$ cat config.mk
export PLATFORM = sky130hd
export DESIGN_NAME = char_deserializer
export DESIGN_NICKNAME = d
export VERILOG_FILES = /design/src/rtl/serial_pkg.sv /design/src/rtl/bit_timer.sv /design/src/rtl/char_deserializer.sv
export SDC_FILE = /design/constraint.sdc
export NUM_CORES = 1
export LEC_CHECK = 0
export BUFFER_PORTS_ARGS = -buffer_cell sky130_fd_sc_hd__buf_2
export CORE_MARGIN = 2
export CORE_UTILIZATION = 56
export DETAILED_ROUTE_END_ITERATION = 16
export GPL_TIMING_DRIVEN = 0
export PLACE_DENSITY = 0.77
export SLEW_MARGIN = 5
export SYNTH_ARGS = -nofsm -noshare
export SYNTH_HDL_FRONTEND = slang
export SYNTH_HIERARCHICAL = 1
export SYNTH_SLANG_ARGS = --single-unit
$ cat constraint.sdc
create_clock -name clock -period 2.9 [get_ports clock]
set_clock_uncertainty 0.15 [all_clocks]
set_input_delay 0.435 -clock clock [delete_from_list [all_inputs] [get_ports clock]]
set_output_delay 0.435 -clock clock [all_outputs]
set_load 0.02 [all_outputs]
$ cat src/rtl/serial_pkg.sv
// Shared serial-link definitions: receive FSM states and default framing
// constants common to the start-bit detector and the character deserializer.
package serial_pkg;

    localparam int SERIAL_SAMPLES_PER_BIT = 16;
    localparam int SERIAL_DATA_BITS       = 8;

    typedef enum logic [1:0] {
        IDLE  = 2'd0,
        SHIFT = 2'd1,
        STOP  = 2'd2,
        WAIT  = 2'd3
    } rx_state_t;

endpackage

$ cat src/rtl/bit_timer.sv
// Modulo-N bit-cell timer: counts 0..N-1 and wraps, with a one-cycle tick
// on the cycle the count sits at N-1.
module bit_timer #(
    parameter int N = 16
) (
    input  logic clock,
    input  logic reset,
    input  logic clear,
    output logic tick
);

    localparam int            W    = (N > 1) ? $clog2(N) : 1;
    localparam logic [W-1:0]  LAST = W'(N - 1);

    logic [W-1:0] count_q, count_d;

    always_comb begin
        count_d = count_q + 1'b1;
        if (clear || (count_q == LAST)) begin
            count_d = '0;
        end
    end

    assign tick = !clear && (count_q == LAST);

    always_ff @(posedge clock) begin
        if (!reset) begin
            count_q <= '0;
        end else begin
            count_q <= count_d;
        end
    end

endmodule

$ cat src/rtl/char_deserializer.sv
// Serial receive deserializer: times bit cells after a validated start bit,
// assembles the character LSB first, checks the stop bit and hands it off.
module char_deserializer
    import serial_pkg::*;
#(
    parameter int   DATA_BITS       = SERIAL_DATA_BITS,
    parameter int   SAMPLES_PER_BIT = SERIAL_SAMPLES_PER_BIT,
    parameter logic STOP_LEVEL      = 1'b0
) (
    input  logic                 clock,
    input  logic                 reset,
    input  logic                 data,
    input  logic                 reading_char,
    input  logic                 char_ack,
    output logic [DATA_BITS-1:0] char_out,
    output logic                 char_valid,
    output logic                 char_done,
    output logic                 framing_error,
    output logic                 overrun
);

    localparam int               IDX_W    = $clog2(DATA_BITS + 1);
    localparam logic [IDX_W-1:0] LAST_IDX = IDX_W'(DATA_BITS - 1);

    rx_state_t              state_q, state_d;
    logic [DATA_BITS-1:0]   shift_q, shift_d;
    logic [IDX_W-1:0]       bit_idx_q, bit_idx_d;
    logic                   stop_pend_q, stop_pend_d;
    logic                   stop_bit_q, stop_bit_d;
    logic [DATA_BITS-1:0]   char_out_q, char_out_d;
    logic                   char_valid_q, char_valid_d;
    logic                   char_done_q, char_done_d;
    logic                   framing_error_q, framing_error_d;
    logic                   overrun_q, overrun_d;
    logic                   timer_clear;
    logic                   tick;

    bit_timer #(
        .N (SAMPLES_PER_BIT)
    ) u_bit_timer (
        .clock (clock),
        .reset (reset),
        .clear (timer_clear),
        .tick  (tick)
    );

    always_comb begin
        state_d         = state_q;
        shift_d         = shift_q;
        bit_idx_d       = bit_idx_q;
        stop_pend_d     = 1'b0;
        stop_bit_d      = stop_bit_q;
        char_out_d      = char_out_q;
        char_valid_d    = char_valid_q;
        char_done_d     = 1'b0;
        framing_error_d = 1'b0;
        overrun_d       = overrun_q;
        timer_clear     = 1'b1;

        if (char_ack && char_valid_q) begin
            char_valid_d = 1'b0;
        end

        // The stop sample is judged one cycle after capture so every
        // frame-level output changes together on a registered edge.
        if (stop_pend_q) begin
            char_done_d = 1'b1;
            if (stop_bit_q == STOP_LEVEL) begin
                char_out_d   = shift_q;
                char_valid_d = 1'b1;
                if (char_valid_q && !char_ack) begin
                    overrun_d = 1'b1;
                end
            end else begin
                framing_error_d = 1'b1;
            end
        end

        case (state_q)
            IDLE: begin
                if (reading_char) begin
                    bit_idx_d = '0;
                    state_d   = SHIFT;
                end
            end
            SHIFT: begin
                timer_clear = 1'b0;
                if (tick) begin
                    for (int i = 0; i < DATA_BITS; i++) begin
                        if (bit_idx_q == IDX_W'(i)) begin
                            shift_d[i] = data;
                        end
                    end
                    bit_idx_d = bit_idx_q + 1'b1;
                    if (bit_idx_q == LAST_IDX) begin
                        state_d = STOP;
                    end
                end
            end
            STOP: begin
                timer_clear = 1'b0;
                if (tick) begin
                    stop_bit_d  = data;
                    stop_pend_d = 1'b1;
                    state_d     = WAIT;
                end
            end
            WAIT: begin
                // Hold off until the detector drops its level, so a stale
                // reading_char cannot start a phantom frame.
                if (!reading_char) begin
                    state_d = IDLE;
                end
            end
            default: begin
                state_d = IDLE;
            end
        endcase
    end

    always_ff @(posedge clock) begin
        if (!reset) begin
            state_q         <= IDLE;
            shift_q         <= '0;
            bit_idx_q       <= '0;
            stop_pend_q     <= 1'b0;
            stop_bit_q      <= 1'b0;
            char_out_q      <= '0;
            char_valid_q    <= 1'b0;
            char_done_q     <= 1'b0;
            framing_error_q <= 1'b0;
            overrun_q       <= 1'b0;
        end else begin
            state_q         <= state_d;
            shift_q         <= shift_d;
            bit_idx_q       <= bit_idx_d;
            stop_pend_q     <= stop_pend_d;
            stop_bit_q      <= stop_bit_d;
            char_out_q      <= char_out_d;
            char_valid_q    <= char_valid_d;
            char_done_q     <= char_done_d;
            framing_error_q <= framing_error_d;
            overrun_q       <= overrun_d;
        end
    end

    assign char_out      = char_out_q;
    assign char_valid    = char_valid_q;
    assign char_done     = char_done_q;
    assign framing_error = framing_error_q;
    assign overrun       = overrun_q;

endmodule

==> results of run 1 <==
==> cell type report <==
class / instances / area [um2] / share of cell area (%)
Sequential cell: 32 / 641 / 39.3
Clock buffer: 5 / 37.5 / 2.30
Multi-Input combinational cell: 112 / 742 / 45.5
Inverter: 7 / 26.3 / 1.61
Tap cell: 30 / 37.5 / 2.30
Timing Repair Buffer: 16 / 80.1 / 4.91
Clock inverter: 3 / 42.5 / 2.61
Buffer: 6 / 23.8 / 1.46
==> path summary, 6_finish.rpt <==
kind / start / endpoint / slack, ns / depth (start not counted)
worst min register to register: shift_q[7] / char_out[7] / 0.30 / 2
worst min-delay path: data / stop_bit_q / 0.22 / 3
worst max register to register: state_q[0] / state_q[1] / 0.60 / 8
worst max-delay path: state_q[0] / state_q[1] / 0.60 / 8
==> registers in the layout, summed over array words and instances, names as in the netlist, 2 cells and up <==
signal and count:
u_bit_timer/count_q 4, char_out 8, state_q 2, shift_q 8, bit_idx_q 4
==> logic make-up after synthesis <==
logic type	Yosys count	synth area share (%)
xor gates and xnor gates	2	1.22
AOI/OAI and AO/OA	21	10.7
DFF	32	44.7
buffers and inverters	13	3.49
and+or+nand+nor	68	23.5
muxes	11	7.69
adders and majority gates	10	8.73
==> metal layers <==
layer  share of wire, %  vias to the layer above
met5                  0                        -
met4                2.5                        0
met3                5.3                        8
met2                 48                       26
met1                 44                      495
li1                   -                      572
==> critical path, delay by kind of cell, from the launching register on <==
kind / cells / cell delay [ns]
AND/OR/NAND/NOR: 2 / 0.23
adder cells (fa/ha/maj): 1 / 0.31
buffers and inverters: 3 / 0.36
flip-flops: 1 / 0.40
multiplexers: 1 / 0.27
AO/OA/AOI/OAI: 1 / 0.51
==> synth_stat cells (all sizes together) <==
cell type  instances
nand3              4
and4bb             1
nand3b             2
xnor2              1
a21boi            12
and4b              1
mux2i             11
and2               2
nand4b             1
xor2               1
nor2               5
ha                10
buf                1
nor3b              1
a21oi              2
o21ai              3
nand2             39
o31ai              2
and3               2
nand2b             3
nand4              2
clkbuf             5
or4                2
nor2b              3
a2111oi            1
dfxtp             32
inv                7
o21a               1
==> report_power, final <==
group | switching (mW) | total, mW | leakage [nW] | internal [mW]
clock | 0.154 | 0.334 | 0.0412 | 0.180
combinational | 0.134 | 0.218 | 0.402 | 0.0834
sequential | 0.0170 | 0.477 | 0.258 | 0.460
==> metrics by stage <==
| step | util (%) | cell area [um2] | setup slack (ns) | power (mW) |
|---|---|---|---|---|
| global placement | 63.1 | 1550 | 0.726 | 0.685 |
| CTS | 66.4 | 1630 | 0.611 | 1.04 |
| global route | 66.4 | 1630 | 0.427 | 1.09 |
| floorplan | - | 1430 | 0.866 | 0.654 |
| finish | 66.4 | 1630 | 0.601 | 1.03 |
| detailed placement | 63.1 | 1550 | 0.635 | 0.702 |
==> cell usage in the layout, fill, tap and decap left out, types with 2 or more instances in the layout <==
| cell type | count |
|---|---|
| nand2_1 | 39 |
| dfxtp_1 | 32 |
| buf_2 | 17 |
| a21boi_1 | 12 |
| mux2i_1 | 11 |
| ha_1 | 10 |
| inv_1 | 7 |
| clkbuf_1 | 5 |
| clkbuf_4 | 5 |
| nand3_1 | 4 |
| nor2_1 | 4 |
| nor2b_1 | 3 |
| nand2b_1 | 3 |
| o31ai_1 | 2 |
| or4_1 | 2 |
| nand3b_1 | 2 |
| a21oi_1 | 2 |
| and3_1 | 2 |
| and2_1 | 2 |
| o21ai_1 | 2 |
| nand4_1 | 2 |
==> run_results.csv, run 1 <==
group,metric,value,unit
grt,grt_pass1_wl,4190,um
drt,dr.pass1.iters,4,
outcome,outcome,"completed",
logic_synthesis,syn_area_per_cell,9.12,um2
critical_path,worst_setup_path_start_kind,"flip-flop",
critical_path,end_kind,"flip-flop",
logic_synthesis,ys_types,30,
drt,vias,1101,
logic_synthesis,synth_nets,172,
critical_path,critPathKind,"flip-flop to flip-flop",
layout,fillers,206,
die,start_util,58.4,%
grt,antenna_found_initial,0,
critical_path,cp.required,3.00,ns
drt,ant_nets,0,
critical_path,path_common_cell,"inv_1",
grt,grt_usage,20.1,%
pwr,p_leak,0.702,nW
clock_network,clkTransAtPathRegs,0.09,ns
placement,gp_routability_congestion,0.800,
logic_synthesis,netlist.top_cell.by_area,"dfxtp_1",
sta,slew_viol_final,0,
critical_path,path_cells,"inv_1 -> ha_1 -> inv_1 -> nor2_1 -> buf_2 -> nand4b_1 -> a2111oi_2 -> mux2i_1",
die,core,0.00245,mm2
layout,antenna_cells,0,
drt,wl_per_cell,11.7,um
logic_synthesis,synth_top_area_share,44.7,%
pwr,cellPowerDensity,631,mW/mm2
clock_network,cts_made_buffers,5,
sta,slew_headroom,67.1,%
grt,grt_overflow,0,
sta,max_freq,435,MHz
sta,worst_pin_slew,0.480,ns
drt,via_per_inst,5.22,
drt,drtIter0Drc,17,
die,die_w,54.6,um
grt,grtUsageMet2,32.7,%
clock_network,max-clock-path-buffers,2,
layout,nNetsFinal,195,
sta,period_needed,2.30,ns
run,maxCapViolations,0,
die,rows,18,
clock_network,clock_sinks,32,
sta,hold_viol,0,
pwr,ir_worst_vdd,0.551,mV
placement,dp_cells,203,
grt,grt_pass1_vias,1037,
critical_path,crit_path_max_fanout,10,
clock_network,htree_levels,2,
clock_network,clk_latency,0.33,ns
clock_network,root_buffer,"clkbuf_4",
grt,grt_max_degree,12,
layout,fin_cells,211,
placement,dp_hpwl,1850,um
drt,finalWirelength,2470,um
die,dieArea,0.00298,mm2
grt,busiest_layer,"met2",
critical_path,cp.arrival,2.40,ns
die,pin_count,17,
clock_network,holdBufCountCts,0,
logic_synthesis,yosysWarnings,6,
worst_hold_path,hold_path.class,"input pin to flip-flop",
sta,hold_slack,0.224,ns
critical_path,slowest_delay,0.51,ns
sta,fin_tns_setup,0,ns
layout,drive_above_1_share,15.5,%
sta,rsz0062_at_grt,"false",
drt,drc,0,
clock_network,cts_tree,"built",
layout,layout-area-overhead-vs-synth,13.8,%
grt,grt_use_met3,8.74,%
grt,grt_use_met1,21.4,%
sta,setup_viol,0,
critical_path,critPathSlowestCell,"a2111oi_2",
logic_synthesis,ys_seq_elements,32,
clock_network,cts_setup_buffers,0,
logic_synthesis,synth_cells,157,
sta,fin_crit_sh,79.3,%
logic_synthesis,synth_area_leaders,"dfxtp_1 45%, nand2_1 10%, ha_1 8.7%",
placement,port_buffers,16,
clock_network,cts.repair.resized,0,
logic_synthesis,syn_area,0.00143,mm2
die,die-height,54.6,um
logic_synthesis,yosysSeqAreaShare,44.7,%
No activity file was read; power rests on OpenSTA's default activity.
==> inputs of run 2 (changes only) <==
Settings changed: CORE_UTILIZATION 56 to 50, PLACE_DENSITY 0.77 to 0.73.
Clock period 2.9 ns to 2.1 ns, I/O delays scaled along.
==> run 2 against run 1 <==
Net effect: register-to-register slack got worse by 0.50 ns; cell count increased by 2.8%; sequential share of layout area decreased by 2.2 points; worst setup slack got worse by 0.50 ns; critical path depth unchanged; design area is 6.4% higher; worst hold slack lost 0.13 ns; largest cell class unchanged.
==> run_results.csv, run 2 (synthesized netlist as in run 1, its figures left out) <==
group,metric,value,unit
outcome,outcome,"completed",
layout,nNetsFinal,200,
clock_network,root_buffer,"clkbuf_4",
grt,antenna_found_initial,0,
die,rows,19,
die,pin_count,17,
sta,fin_crit_sh,95.4,%
critical_path,cp.required,2.21,ns
critical_path,slowest_delay,0.46,ns
critical_path,critPathKind,"flip-flop to flip-flop",
pwr,cellPowerDensity,913,mW/mm2
grt,grt_pass1_wl,4230,um
critical_path,path_common_cell,"inv_2",
grt,grt_overflow,0,
sta,hold_slack,0.0944,ns
sta,period_needed,2.00,ns
drt,drc,0,
placement,dp_cells,204,
grt,busiest_layer,"met2",
drt,finalWirelength,2470,um
pwr,combPwrFrac,25.2,%
sta,setup_viol,0,
die,die-height,57.5,um
critical_path,path_delay_family,"compound AO/OA/AOI/OAI gates",
sta,max_freq,499,MHz
critical_path,critPathSlowestCell,"a2111oi_4",
die,dieArea,0.00331,mm2
sta,slew_viol_final,0,
layout,layout_common_cells,"39 x nand2_1, 30 x dfxtp_1, 16 x buf_2, 12 x a21boi_1, 10 x mux2i_1",
clock_network,clock_sinks,32,
clock_network,max-clock-path-buffers,2,
sta,hold_viol,0,
pwr,p_leak,0.744,nW
layout,fin_area,0.00173,mm2
grt,grt_max_degree,11,
layout,fin_cells,217,
layout,final_common_cell,"nand2_1",
pwr,finalPower,1.58,mW
sta,worst_pin_slew,0.566,ns
pwr,ir_worst_vdd,0.902,mV
pwr,p_int,1.13,mW
clock_network,clk_latency,0.33,ns
pwr,power.share.clock,32.9,%
worst_hold_path,hold_path.class,"input pin to flip-flop",
critical_path,cp.arrival,2.11,ns
pwr,power_frac_seq,42.0,%
drt,via_per_inst,5.12,
drt,dr.pass1.iters,4,
clock_network,cts_tree,"built",
die,core,0.00273,mm2
placement,placed_cell_area,0.00155,mm2
run,maxCapViolations,0,
die,die_w,57.5,um
layout,layout-area-overhead-vs-synth,21.0,%
clock_network,clkTransAtPathRegs,0.10,ns
grt,grt_use_met1,21.0,%
grt,grt_usage,16.4,%
drt,ant_nets,0,
placement,gp_routability_congestion,0.841,
grt,grt_pass1_vias,1002,
drt,wl_per_cell,11.4,um
sta,slew_headroom,62.2,%
drt,drtIter0Drc,20,
clock_network,holdBufCountCts,0,
critical_path,cp_num_buf_inv,3,
die,start_util,52.4,%
drt,vias,1110,
placement,port_buffers,16,
layout,drive_above_1_share,22.6,%
critical_path,worst_setup_path_start_kind,"flip-flop",
pwr,switching_share,28.4,%
pwr,switchingPower,0.450,mW
grt,grt_use_met3,5.44,%
grt,grtUsageMet2,25.8,%
sta,rsz0062_at_grt,"false",
critical_path,end_kind,"flip-flop",
critical_path,path_cells,"inv_2 -> ha_4 -> inv_2 -> nor2_4 -> buf_6 -> nand4b_1 -> a2111oi_4 -> mux2i_1",
critical_path,crit_path_max_fanout,6,
placement,dp_hpwl,1780,um
clock_network,htree_levels,2,
clock_network,cts_made_buffers,5,
layout,antenna_cells,0,
==> run 2: layout make-up <==
| class | count | area, um2 |
|---|---|---|
| well taps | 31 | 38.8 |
| inverters | 7 | 26.3 |
| repair buffers | 21 | 118 |
| clock buffers | 7 | 65.1 |
| clock inverters | 1 | 30.0 |
| fillers | 249 | 1000 |
| multi-input cells | 112 | 783 |
| plain buffers | 6 | 30.0 |
| flip-flops and latches | 32 | 643 |
==> run 2: worst register-to-register path: cells and delay by family, from the launching register on <==
family	cells	cell delay (ns)
and+or+nand+nor	2	0.24
AOI/OAI and AO/OA	1	0.46
DFF	1	0.37
adders and majority gates	1	0.27
buffers and inverters	3	0.25
muxes	1	0.22
==> run 2: final timing paths <==
path	to	from	slack [ns]	cells past startpoint
max	state_q[1]	state_q[1]	0.1	8
min	stop_bit_q	data	0.09	3
max reg2reg	state_q[1]	state_q[1]	0.1	8
min reg2reg	u_bit_timer/count_q[0]	u_bit_timer/count_q[0]	0.30	1
==> run 2: stage by stage <==
| step | setup TNS, ns | setup slack (ns) | utilization, % |
|---|---|---|---|
| global placement | -0.143 | -0.0722 | 56.8 |
| CTS | 0 | 0.0237 | 61.6 |
| detailed placement | -0.468 | -0.188 | 56.8 |
| finish | 0 | 0.0974 | 63.4 |
| floorplan | 0 | 0.0661 | - |
| global route | 0 | 0.00418 | 63.4 |
==> run 2: power groups by stage <==
stage               combinational [mW]  sequential, mW  clock [mW]
global route                     0.452           0.667       0.562
floorplan                        0.235           0.668           0
detailed placement               0.289           0.673           0
finish                           0.399           0.665       0.520
global placement                 0.277           0.670           0
CTS                              0.324           0.663       0.537
==> run 2: what timing repair did <==
item | CTS | global route
hold endpoints to repair | 0 | 0
setup buffers | 2 | 3
gates resized for setup | 5 | 8
endpoints found under the setup margin | 4 | 4
pin swaps | 1 | 3
==> run 2: layer usage <==
metal	part of all wire, %	routed length [um]	up-vias
li1	-	-	583
met1	46	1140	506
met2	48	1190	18
met3	4.5	112	3
met4	1.5	36	0
met5	0	0	-
==> inputs of run 3 (changes only) <==
Settings changed: REMOVE_ABC_BUFFERS set to 1.
==> run 3 against run 2 <==
Net effect: worst setup slack worse by 0.027 ns; clock power is 11% lower; via count is 0.45% lower; first-iteration DRC count rose by 5.0%; maximum frequency down 1.3%; clock-buffer cell count down 2; worst hold slack worse by 0.013 ns; critical path depth decreased by 1; die area unchanged; total power fell by 1.3%; critical endpoint unchanged; largest cell class unchanged; highest routed layer unchanged.
==> run_results.csv, run 3 (synthesized netlist as in run 1, its figures left out) <==
group,metric,value,unit
run,maxCapViolations,0,
clock_network,clock_sinks,32,
critical_path,worst_setup_path_start_kind,"flip-flop",
drt,finalWirelength,2590,um
pwr,ir_worst_vdd,0.697,mV
layout,final_common_cell,"nand2_1",
grt,grt_usage,17.4,%
grt,grtUsageMet2,29.4,%
placement,gp_routability_congestion,0.826,
pwr,cellPowerDensity,926,mW/mm2
sta,period_needed,2.03,ns
drt,vias,1105,
die,core,0.00273,mm2
clock_network,root_buffer,"clkbuf_4",
clock_network,cts_made_buffers,5,
grt,grt_max_degree,33,
drt,via_per_inst,5.24,
die,die_w,57.5,um
grt,antenna_found_initial,0,
layout,layout-area-overhead-vs-synth,17.8,%
grt,grt_use_met1,19.7,%
grt,grt_use_met3,5.67,%
placement,dp_hpwl,1750,um
sta,rsz0062_at_grt,"true",
pwr,finalPower,1.56,mW
sta,fin_tns_setup,0,ns
drt,dr.pass1.iters,4,
sta,worst_pin_slew,0.546,ns
grt,grt_pass1_wl,4420,um
grt,grt_pass1_vias,1065,
critical_path,cp.arrival,2.15,ns
layout,layout_common_cells,"39 x nand2_1, 29 x dfxtp_1, 16 x buf_2, 12 x a21boi_1, 10 x mux2i_1",
layout,nNetsFinal,194,
grt,busiest_layer,"met2",
sta,fin_crit_sh,96.7,%
drt,ant_nets,0,
clock_network,cts_tree,"built",
drt,drc,0,
layout,multi_input_area,778,um2
critical_path,cp.required,2.22,ns
critical_path,crit_path_max_fanout,5,
worst_hold_path,hold_path.class,"input pin to flip-flop",
clock_network,max-clock-path-buffers,2,
clock_network,htree_levels,2,
placement,port_buffers,16,
die,pin_count,17,
layout,drive_above_1_share,22.8,%
outcome,outcome,"completed",
die,die-height,57.5,um
clock_network,clk_latency,0.34,ns
critical_path,slowest_delay,0.47,ns
die,start_util,52.4,%
critical_path,critPathKind,"flip-flop to flip-flop",
sta,slew_headroom,63.5,%
sta,setup_viol,0,
clock_network,clkTransAtPathRegs,0.11,ns
drt,drtIter0Drc,21,
grt,grt_overflow,0,
die,rows,19,
layout,antenna_cells,0,
critical_path,path_cells,"inv_2 -> ha_4 -> inv_4 -> nor2_4 -> nand4b_1 -> a2111oi_4 -> mux2i_1",
drt,wl_per_cell,12.3,um
critical_path,end_kind,"flip-flop",
pwr,p_leak,0.723,nW
layout,seq_area,644,um2
sta,max_freq,493,MHz
critical_path,critPathSlowestCell,"a2111oi_4",
sta,slew_viol_final,0,
layout,fillers,232,
clock_network,holdBufCountCts,0,
die,dieArea,0.00331,mm2
sta,hold_viol,0,
-- run 3: stage by stage --
| stage | std cells | cell area, um2 | util, % | worst slack [ns] | hold slack (ns) |
|---|---|---|---|---|---|
| finish | 211 | 1690 | 61.7 | 0.0701 | 0.0815 |
| global route | 211 | 1690 | 61.7 | -0.0295 | 0.109 |
| detailed placement | 198 | 1530 | 55.9 | -0.384 | 0.293 |
| CTS | 208 | 1650 | 60.2 | 0.0393 | 0.0727 |
| floorplan | 151 | 1410 | - | -0.0655 | 0.268 |
| global placement | 198 | 1530 | 55.9 | -0.263 | 0.279 |
-- run 3: final cells by class --
cell class | instances | share of cell area (%)
inverter | 7 | 1.70
timing repair buffer | 21 | 6.97
sequential | 32 | 38.2
multi-input combinational | 112 | 46.1
clock inverter | 3 | 2.52
tap | 31 | 2.30
clock buffer | 5 | 2.22
-- run 3: repair_timing --
| item | 4_1_cts | 5_1_grt |
|---|---|---|
| setup buffers | 2 | 3 |
| endpoints found under the setup margin | 12 | 4 |
| pin swaps | 2 | 4 |
| resized for setup | 4 | 8 |
-- run 3: critical path, delay by kind of cell (launching register included) --
kind | cells | cell delay, ns
buf+inv | 2 | 0.11
mux | 1 | 0.24
compound gates | 1 | 0.47
flops | 1 | 0.38
fa+ha+maj | 1 | 0.27
simple gates | 2 | 0.33
-- run 3: routing by layer --
| metal | share of wire [%] | wire length [um] | vias to the layer above |
|---|---|---|---|
| li1 | - | - | 574 |
| met1 | 45 | 1160 | 507 |
| met2 | 49 | 1270 | 18 |
| met3 | 4.1 | 107 | 6 |
| met4 | 2.1 | 55 | 0 |
| met5 | 0 | 0 | - |
-- run 3: path summary, 6_finish.rpt --
kind                                             start                      to  slack, ns  cells past startpoint
worst max-delay path                        state_q[1]              state_q[1]       0.07                      7
worst min-delay path                              data              stop_bit_q       0.08                      3
worst max register to register              state_q[1]              state_q[1]       0.07                      7
worst min register to register  u_bit_timer/count_q[0]  u_bit_timer/count_q[0]       0.30                      1
-- run 3: power by group --
part	total [mW]	internal (mW)	switching (mW)
clock	0.465	0.248	0.217
sequential	0.666	0.640	0.0255
combinational	0.432	0.197	0.235
total	1.56	1.09	0.477
